<file path="src/rtl/weakbus_defs.sv">
`default_nettype none
// ============================================================================
// Package  : weakbus_defs
// Summary  : Shared bus widths, arbiter state encoding and timeout poison word.
// Revision : 1.0
// ============================================================================
package weakbus_defs;

    localparam int c_data_w = 32;
    localparam int c_mask_w = 4;

    typedef enum logic [0:0] {
        ST_IDLE = 1'b0,
        ST_BUSY = 1'b1
    } state_t;

    localparam logic [c_data_w-1:0] c_poison = 32'hDEADBEEF;

endpackage
`default_nettype wire

</file>
<file path="src/rtl/weakbus_rr_pick.sv">
`default_nettype none
// ============================================================================
// Module   : weakbus_rr_pick
// Summary  : Combinational round-robin picker; scans from i_last+1 with wrap.
// Revision : 1.0
// ============================================================================
module weakbus_rr_pick #(
    parameter int N     = 2,
    parameter int IDX_W = (N > 1) ? $clog2(N) : 1
) (
    input  logic [N-1:0]     i_req,
    input  logic [IDX_W-1:0] i_last,
    output logic [N-1:0]     o_winner,
    output logic             o_valid
);

    logic w_found;

    // Offset k walks the ring starting just after the last-served index.
    always_comb begin
        o_winner = '0;
        w_found  = 1'b0;
        for (int k = 0; k < N; k++) begin
            for (int i = 0; i < N; i++) begin
                if (!w_found && i_req[i] && (((int'(i_last) + 1 + k) % N) == i)) begin
                    o_winner[i] = 1'b1;
                    w_found     = 1'b1;
                end
            end
        end
    end

    assign o_valid = |i_req;

endmodule
`default_nettype wire

</file>
<file path="src/rtl/weakbus_arbiter.sv">
`default_nettype none
// ============================================================================
// Module   : weakbus_arbiter
// Summary  : Round-robin req/ack arbiter for one 32-bit bus; optional watchdog
//            enabled by WEAKBUS_ARB_TIMEOUT_EN.
// Revision : 1.0
// ============================================================================
module weakbus_arbiter
    import weakbus_defs::*;
#(
    parameter int NMASTERS = 2,
    parameter int TMO_W    = 8
) (
    input  logic                         clk,
    input  logic                         rst,
    input  logic [NMASTERS-1:0]          m_req,
    input  logic [c_data_w*NMASTERS-1:0] m_addr,
    input  logic [c_data_w*NMASTERS-1:0] m_out,
    input  logic [NMASTERS-1:0]          m_wr,
    input  logic [c_mask_w*NMASTERS-1:0] m_wr_mask,
    output logic [c_data_w-1:0]          m_in,
    output logic [NMASTERS-1:0]          m_ack,
    output logic                         s_req,
    output logic [c_data_w-1:0]          s_addr,
    output logic [c_data_w-1:0]          s_out,
    output logic                         s_wr,
    output logic [c_mask_w-1:0]          s_wr_mask,
    input  logic [c_data_w-1:0]          s_in,
    input  logic                         s_ack,
    output logic [NMASTERS-1:0]          grant,
    output logic                         err
);

    localparam int                 c_idx_w    = (NMASTERS > 1) ? $clog2(NMASTERS) : 1;
    localparam logic [c_idx_w-1:0] c_last_rst = c_idx_w'(NMASTERS - 1);

    state_t                r_state;
    logic [NMASTERS-1:0]   r_grant;
    logic [c_idx_w-1:0]    r_last;

    logic [NMASTERS-1:0]   w_pick;
    logic                  w_pick_valid;
    logic                  w_busy;
    logic                  w_req_g;
    logic                  w_done;
    logic                  w_tmo_fire;
    logic [c_idx_w-1:0]    w_gidx;
    logic [c_data_w-1:0]   w_addr;
    logic [c_data_w-1:0]   w_out;
    logic [c_mask_w-1:0]   w_mask;
    logic                  w_wr;

    weakbus_rr_pick #(
        .N     (NMASTERS),
        .IDX_W (c_idx_w)
    ) u_pick (
        .i_req    (m_req),
        .i_last   (r_last),
        .o_winner (w_pick),
        .o_valid  (w_pick_valid)
    );

    assign w_busy  = (r_state == ST_BUSY);
    assign w_req_g = |(m_req & r_grant);
    assign w_done  = s_ack | w_tmo_fire;

    // One-hot grant selects the owner's slice; an empty grant yields zeros.
    always_comb begin
        w_gidx = '0;
        w_addr = '0;
        w_out  = '0;
        w_mask = '0;
        w_wr   = 1'b0;
        for (int i = 0; i < NMASTERS; i++) begin
            if (r_grant[i]) begin
                w_gidx = c_idx_w'(i);
                w_addr = m_addr[i*c_data_w +: c_data_w];
                w_out  = m_out[i*c_data_w +: c_data_w];
                w_mask = m_wr_mask[i*c_mask_w +: c_mask_w];
                w_wr   = m_wr[i];
            end
        end
    end

    assign s_req     = w_busy & w_req_g;
    assign s_addr    = w_busy ? w_addr : '0;
    assign s_out     = w_busy ? w_out  : '0;
    assign s_wr      = w_busy & w_wr;
    assign s_wr_mask = w_busy ? w_mask : '0;
    assign m_ack     = w_busy ? (r_grant & {NMASTERS{w_done}}) : '0;
    assign m_in      = w_tmo_fire ? c_poison : s_in;
    assign grant     = r_grant;

    always_ff @(posedge clk or negedge rst) begin
        if (!rst) begin
            r_state <= ST_IDLE;
            r_grant <= '0;
            r_last  <= c_last_rst;
        end else begin
            case (r_state)
                ST_IDLE: begin
                    if (w_pick_valid) begin
                        r_grant <= w_pick;
                        r_state <= ST_BUSY;
                    end
                end
                ST_BUSY: begin
                    if (w_done) begin
                        r_state <= ST_IDLE;
                        r_grant <= '0;
                        r_last  <= w_gidx;
                    end else if (!w_req_g) begin
                        r_state <= ST_IDLE;
                        r_grant <= '0;
                    end
                end
                default: begin
                    r_state <= ST_IDLE;
                    r_grant <= '0;
                end
            endcase
        end
    end

`ifdef WEAKBUS_ARB_TIMEOUT_EN
    logic [TMO_W-1:0] r_tmo;
    logic             r_err;

    // Counter idles at zero so it starts from zero on every BUSY entry.
    assign w_tmo_fire = w_busy & w_req_g & ~s_ack & (&r_tmo);
    assign err        = r_err;

    always_ff @(posedge clk or negedge rst) begin
        if (!rst) begin
            r_tmo <= '0;
            r_err <= 1'b0;
        end else begin
            if (w_busy && !s_ack && !w_tmo_fire) begin
                r_tmo <= r_tmo + TMO_W'(1);
            end else begin
                r_tmo <= '0;
            end
            if (w_tmo_fire) begin
                r_err <= 1'b1;
            end
        end
    end
`else
    assign w_tmo_fire = 1'b0;
    // Constant false; keeps TMO_W referenced when the watchdog is absent.
    assign err        = (TMO_W < 0);
`endif

endmodule
`default_nettype wire

</file>
<file path="config.mk">
export PLATFORM = sky130hd
export DESIGN_NAME = weakbus_arbiter
export DESIGN_NICKNAME = d
export VERILOG_FILES = /design/src/rtl/weakbus_defs.sv /design/src/rtl/weakbus_rr_pick.sv /design/src/rtl/weakbus_arbiter.sv
export SDC_FILE = /design/constraint.sdc
export NUM_CORES = 1
export LEC_CHECK = 0
export ABC_AREA = 1
export ABC_CLOCK_PERIOD_IN_PS = 1200
export BUFFER_PORTS_ARGS = -buffer_cell sky130_fd_sc_hd__clkbuf_2
export CAP_MARGIN = 0
export CORE_AREA = 2 2 110 112
export CTS_BUF_LIST = sky130_fd_sc_hd__clkbuf_16
export DETAILED_ROUTE_END_ITERATION = 10
export DIE_AREA = 0 0 112 114
export PLACE_DENSITY = 0.57
export RECOVER_POWER = 50
export SLEW_MARGIN = 10
export SYNTH_ARGS = -nofsm -noshare
export SYNTH_HDL_FRONTEND = slang
export SYNTH_SLANG_ARGS = --single-unit
export TNS_END_PERCENT = 30
</file>
<file path="constraint.sdc">
create_clock -name clk -period 1.2 [get_ports clk]
set_input_delay 0.12 -clock clk [delete_from_list [all_inputs] [get_ports clk]]
set_output_delay 0.12 -clock clk [all_outputs]
set_load 0.1 [all_outputs]
</file>
==> run_results.csv <==
group,metric,value,unit
outcome,outcome,"finished, violations left",
outcome,violations,"negative setup slack",
timing,finalCritPeriodShare,142,%
route,vias,2631,
critical_path,cp_max_fo,9,
layout,layout_commonest_cell,"clkbuf_2",
layout,num_antenna_cells,0,
yosys,muxShareOfSynthArea,0,%
layout,area_delta_synth_final,231,%
die,rows,40,
layout,nets,663,
placed_design,place_inst,619,
clocking,cts_tree,"yes",
power,power_density,1990,nW/µm²
yosys,synth-simple-area-share,42.4,%
yosys,synth_warnings,0,
timing,setup_violations,73,
timing,hold_viol_final,0,
yosys,synth_compound_area_share,24.7,%
timing,layout_min_cycle_time,1700,ps
yosys,netlist.top_cell.by_area,"nand2_1",
power,power.internal,3.76,mW
yosys,synth_xor_xnor_area_share,0,%
power,max-vdd-ir-drop,0.715,mV
layout,mostFrequentLayoutCells,"142 x clkbuf_2, 138 x nand2_1, 85 x buf_12",
placed_design,dpl_cell_area,4500,µm²
die,die_height,114,µm
route,firstDrtPassIters,4,
yosys,synthDistinctLibCells,15,
die,die-area,12800,µm²
critical_path,startpoint_type,"register",
die,core,11700,µm²
layout,fin_area,4830,µm²
global_routing,track_usage,13.1,%
power,power.switching,5.87,mW
die,die_width,112,µm
power,seq_power_share,2.6,%
critical_path,critPathKind,"reg -> out",
timing,fin_tns_setup,-32420,ps
timing,fmax,588,MHz
die,ioPinCount,282,
global_routing,grt_pass1_vias,2746,
yosys,synth_seq_area_share,6.95,%
route,routed_wl,9520,µm
timing,rsz0062_at_grt,"yes",
yosys,synth_cells,296,
route,viasPerCell,4.15,
global_routing,grt_first_pass_wirelength,13500,µm
route,wl_per_cell,15.0,µm
placed_design,place_hpwl,7380,µm
clocking,cts-root-buf,"clkbuf_16",
timing,maxSlewViolCount,0,
critical_path,crit_path_end_kind,"output pin",
global_routing,antenna_found_initial,0,
critical_path,crit_chain,"inv_4, nor2_8, buf_12, buf_6, nand2_1, a21oi_4, buf_12",
clocking,clockBufferDepth,2,
job,drv_cap,0,
critical_path,max_stage_delay,420,ps
critical_path,crit_slowest_cell,"dfrtp_4",
power,combPwrFrac,91.9,%
power,leakage,1.92,nW
placed_design,portBuffers,216,
power,p_sw_share,61.0,%
layout,layout.cells.non_filler,634,
timing,skew,2.91,ps
critical_path,worst_ep_required_time,1080,ps
route,drc,0,
route,drt-initial-drc-count,102,
die,start_util,12.5,%
timing,timing.final.ws_setup,-502,ps
clocking,h-tree-depth,1,
min_path,hold_class,"in -> reg",
global_routing,gr-total-overflow,0,
placed_design,place.gp.congestion,0.744,
critical_path,crit_path_frequent_cell,"buf_12",
critical_path,worst-r2r-setup-slack,30,ps
global_routing,grt_max_degree,39,
route,ant_nets,0,
yosys,synth.top_cell.area_share,39.4,%
yosys,synth.area.top_cells,"nand2_1 39%, a21oi_1 24%, buf_4 18%",
clocking,numCtsBuffers,3,
yosys,synth_top_family_by_area,"simple AND/OR/NAND/NOR gates",
layout,drive_gt1_share,69.4,%
yosys,ys_ff_latch,4,
yosys,avgSynthCellArea,4.93,µm²
clocking,cts.sinks,4,
power,clkPwrFrac,5.5,%
critical_path,worstPathArrival,1580,ps
clocking,worstSkewPairLatency,230,ps
yosys,synthAdderAreaFrac,0,%
clocking,clk_pin_slew_worst_paths,30,ps
yosys,syn_nets,471,
yosys,synth_area,1460,µm²
==> layout make-up <==
type / instances / area, µm²
Multi-Input combinational cell: 233 / 1830
Tap cell: 147 / 184
Clock buffer: 3 / 75.1
Fill cell: 1158 / 6880
Timing Repair Buffer: 243 / 2610
Clock inverter: 1 / 3.75
Inverter: 3 / 18.8
Sequential cell: 4 / 106
==> layer usage <==
layer / routed length (µm) / up-vias / global-route usage, %
met1: 3610 / 1183 / 14.7
met5: 0 / - / 0
met2: 4970 / 144 / 23.8
met3: 745 / 19 / 3.77
li1: - / 1285 / -
met4: 195 / 0 / 4.63
==> metrics by stage <==
stage               power (mW)  hold slack (ps)  utilization (%)  setup slack [ps]
CTS                       9.24              212             39.2              -480
global placement          8.57            -68.2             38.4              -190
detailed placement        8.67            -65.8             38.4              -238
finish                    9.63              209             41.2              -502
floorplan                 6.22             -176                -              -624
global route              9.98              238             41.2              -554
==> cells by family after synthesis <==
kind of cell           after synthesis
AND/OR/NAND/NOR                    160
buffers and inverters               59
AO/OA/AOI/OAI                       72
other                                1
flip-flops                           4
==> critical path, delay by kind of cell, from the launching register on <==
kind / cells / cell delay [ps]
buf+inv: 4 / 540
flops: 1 / 420
simple gates: 2 / 230
compound gates: 1 / 160
==> power groups by stage <==
stage	Combinational, mW	Sequential [mW]	Clock [mW]
finish	8.84	0.248	0.533
global route	9.17	0.257	0.558
CTS	8.45	0.248	0.543
detailed placement	8.42	0.249	0
global placement	8.33	0.246	0
floorplan	5.94	0.287	0
==> flip-flops by register name, indices dropped and copies added (netlist names) <==
signal	cells
grant	2
r_state	1
r_last	1
==> path summary, 6_finish.rpt <==
path | start | depth (start not counted) | to
worst min register to register | r_last$_DFFE_PN1P_ | 2 | r_last$_DFFE_PN1P_
worst max-delay path | grant[0]$_DFFE_PN0P_ | 7 | s_addr[9]
min in group asynchronous | rst | 2 | grant[0]$_DFFE_PN0P_
max in group asynchronous | rst | 2 | r_last$_DFFE_PN1P_
worst max register to register | grant[1]$_DFFE_PN0P_ | 7 | grant[1]$_DFFE_PN0P_
worst min-delay path | m_req[1] | 3 | grant[1]$_DFFE_PN0P_
==> what timing repair did <==
item,CTS,global route
hold endpoints to repair,4,0
gates cloned,0,7
pin swaps,0,11
buffers inserted,0,3
setup endpoints to repair,75,75
hold buffers,1,0
gates resized for setup,2,17
==> cells in the mapped netlist, drive strengths merged <==
library cell  number
inv                3
nand3              1
clkbuf            13
dfstp              1
conb               1
o21ai              2
nor2               6
dfrtp              3
buf               43
a21oi             70
nand2            153
Power figures use the tool's default switching activity.
